===== src/rtl/gradient_chan_add.sv =====
// ----------------------------------------------------------------------------
// gradient_chan_add
// Three-operand adder for one colour channel of the gradient test card.
// The sum is formed two bits wider than a channel, so three full-scale
// operands can never lose a carry, and is then reduced to channel width.
//
// Build option (macro TEST_CARD_GRADIENT_SAT_EN):
//   defined   : result clamps to all-ones when the wide sum overflows
//   undefined : result wraps modulo 2^CHAN_BITS
//
// Ports
//   a_i, b_i, c_i : CHAN_BITS operands
//   sum_o         : CHAN_BITS reduced sum (combinational)
// ----------------------------------------------------------------------------
module gradient_chan_add #(
    parameter int unsigned CHAN_BITS = 8
) (
    input  logic [CHAN_BITS-1:0] a_i,
    input  logic [CHAN_BITS-1:0] b_i,
    input  logic [CHAN_BITS-1:0] c_i,
    output logic [CHAN_BITS-1:0] sum_o
);

    logic [CHAN_BITS+1:0] sum_wide;

    always_comb begin
        sum_wide = {2'b00, a_i} + {2'b00, b_i} + {2'b00, c_i};
    end

`ifdef TEST_CARD_GRADIENT_SAT_EN
    always_comb begin
        if (|sum_wide[CHAN_BITS+1:CHAN_BITS]) begin
            sum_o = '1;
        end else begin
            sum_o = sum_wide[CHAN_BITS-1:0];
        end
    end
`else
    // Carry bits are intentionally discarded in the wrapping build.
    logic unused_carry;

    always_comb begin
        sum_o        = sum_wide[CHAN_BITS-1:0];
        unused_carry = ^sum_wide[CHAN_BITS+1:CHAN_BITS];
    end
`endif

endmodule


===== config.mk =====
export PLATFORM = sky130hd
export DESIGN_NAME = gradient_chan_add
export DESIGN_NICKNAME = d
export VERILOG_FILES = /design/src/rtl/gradient_chan_add.sv
export SDC_FILE = /design/constraint.sdc
export NUM_CORES = 1
export LEC_CHECK = 0
export CAP_MARGIN = 20
export CORE_MARGIN = 5
export CORE_UTILIZATION = 33
export DETAILED_ROUTE_END_ITERATION = 12
export PLACE_DENSITY = 0.81
export SYNTH_ARGS = -nofsm -noshare
export SYNTH_HDL_FRONTEND = slang
export SYNTH_SLANG_ARGS = --single-unit
export TNS_END_PERCENT = 1

===== constraint.sdc =====
create_clock -name vclk -period 2.15
set_clock_uncertainty 0.05 [all_clocks]
set_input_delay 0.215 -clock vclk [all_inputs]
set_output_delay 0.215 -clock vclk [all_outputs]
set_load 0.005 [all_outputs]

==> metrics.cfg, run 1 <==
[status]
status = finished with violations
violations = setup timing

[yosys]
synth_cell_types = 16
ys_seq_area_share_pct = 0
syn_area_um2 = 432
syn_inst = 46
yosysWarnings = 0
syn_nets = 84
avgSynthCellArea_um2 = 9.38

[global_route]
grt_antenna_before_repair = 0
grt_pass1_vias = 528
gr-total-overflow = 0
grt_max_degree = 6
grtUsageTotal_pct = 11.3
grt_pass1_wl_mm = 1.87

[timing]
max_slew.worst_pin.slew_ns = 0.198
tns_ns = -0.405
finalSetupViolations = 4
clock.fmax_mhz = 430
fin_crit_sh_pct = 108
hold_viol_final = 0
finalMaxSlewViolations = 0
fin_crit_ns = 2.33
setup_ws_ns = -0.177
relSlewSlack_pct = 86.6
rsz0062_at_grt = yes

[layout]
area.sequential_um2 = 0
clock_buffers = 0
final_nets = 126
final_cells = 101
final_layout_size_suffix_gt1_share_pct = 40.7
area_delta_synth_final_pct = 93.9
utilization_pct = 66.0
n_antenna_cell = 0
fill_cells = 106
design.seq.count = 0

[critical_path]
crit_slowest_cell = fa_1
worstPathArrival_ns = 2.06
critical-path-max-stage-delay_ns = 0.57
critPathKind = in -> out
crit_fanout = 2
crit_chain = buf_6 > fa_1 > ha_4 > inv_2 > fa_2 > nor2b_4 > o31a_1 > o22ai_2 > xnor2_1 > buf_2
required_ns = 1.88
end_kind = output pin
worstSetupStartpointType = input port

[power]
ir_drop_mv = 0.258
p_leak_nw = 0.398
powerDensity_nw_per_um2 = 446
total_power_w = 0.000374

[route]
drcViolationCount = 0
vias = 459
drt_pass1_iterations = 4
final_antenna_net_count = 0
wl_mm = 1.17
drtIter0Drc = 1
routed_via_density = 4.54
wire_per_inst_um = 11.6

[floorplanning]
fp.dieArea_um2 = 2130
dieWidth_um = 46.2
initial_utilization_pct = 34.0
pin_count = 32
core_area_um2 = 1270
rows = 13
fp.dieH_um = 46.2

[placement]
place_inst = 98
place.gp.congestion = 0.718
port_buffers = 32
hpwl_mm = 1.03

[min_path]
hold_path_class = in -> out
hold_path_depth = 5

[run]
max_cap_viol_count = 0

==> synth_stat cells <==
cell type	instances	area, um2
nand2_1	2	7.51
o211ai_1	1	7.51
o31a_1	1	8.76
fa_1	8	160
nor2b_1	1	6.26
xnor2_1	6	52.6
o21ai_0	1	5.00
ha_1	6	75.1
o22ai_2	1	12.5
a21oi_1	3	15.0
or2_2	1	6.26
nor2b_4	1	13.8
inv_1	10	37.5
xor2_1	1	8.76
o21a_1	1	7.51
nor2_1	2	7.51
==> cells in the final DEF (no fill, tap or decap), drive strengths merged, types with 2 or more instances in the layout <==
| master | instances |
|---|---|
| inv | 10 |
| nand2 | 2 |
| nor2b | 2 |
| dlygate4sd2 | 7 |
| ha | 6 |
| clkdlybuf4s50 | 8 |
| nor2 | 2 |
| clkdlybuf4s15 | 5 |
| buf | 17 |
| a21oi | 3 |
| fa | 8 |
| xnor2 | 6 |
| dlymetal6s2s | 2 |
==> report_power, final <==
part	switching, W	internal (W)	leakage (nW)
clock network	0	0	0
registers	0	0	0
logic	0.000153	0.000221	0.398
total	0.000153	0.000221	0.398
==> cells by family (layout without fill, tap and decap cells) <==
group / Yosys count / after routing / share of synthesized area (%)
simple gates: 7 / 7 / 9.57
fa+ha+maj: 14 / 14 / 54.5
buf+inv: 10 / 50 / 8.70
xor+xnor: 7 / 7 / 14.2
compound gates: 8 / 8 / 13.0
==> stage by stage <==
| stage | setup WS, ns | hold slack (ns) | cell area, um2 |
|---|---|---|---|
| CTS | -0.174 | 1.09 | 816 |
| global placement | -0.922 | 1.46 | 811 |
| detailed placement | -0.982 | 1.48 | 811 |
| global route | -0.276 | 1.11 | 837 |
| finish | -0.177 | 1.02 | 837 |
| floorplan | 0.0624 | 0.608 | 434 |
==> what timing repair did <==
item | in CTS | in global routing
pin swaps | 21 | 9
hold buffers | 0 | 0
setup endpoints to repair | 7 | 6
buffers inserted | 2 | 1
cloned | 0 | 0
gates resized for setup | 66 | 6
==> per-layer routing <==
metal / routed length, um / GRT usage [%] / share of wire (%)
met3: 115 / 0.781 / 9.9
met5: 0 / 0 / 0
met1: 410 / 11.2 / 35
met2: 641 / 24.2 / 55
met4: 0 / 2.27 / 0
==> final timing paths <==
check | start | end
setup / recovery | c_i[1] | sum_o[7]
hold / removal | c_i[5] | sum_o[6]
==> worst max-delay path, delay by kind of cell <==
family / cells / cell delay (ns)
XOR/XNOR: 1 / 0.14
AND/OR/NAND/NOR: 1 / 0.12
adder cells (fa/ha/maj): 3 / 1.08
AO/OA/AOI/OAI: 2 / 0.25
buffers and inverters: 3 / 0.26
==> layout make-up <==
type                       instances  area [um2]  share of cell area (%)
tap                               15        18.8                    2.24
multi-input combinational         36         448                    53.5
inverter                          10        37.5                    4.48
timing repair buffer              40         333                    39.8
Note: power is estimated with default switching activity, not from simulation.
==> run 2: changes to the inputs <==
--- a/config.mk
+++ b/config.mk
@@ -10,6 +10,7 @@
 export CORE_UTILIZATION = 33
 export DETAILED_ROUTE_END_ITERATION = 12
 export PLACE_DENSITY = 0.81
+export SLEW_MARGIN = 0
 export SYNTH_ARGS = -nofsm -noshare
 export SYNTH_HDL_FRONTEND = slang
 export SYNTH_SLANG_ARGS = --single-unit
==> results of run 2 <==
The final DEF is identical to that of run 1; final timing and power are the same.
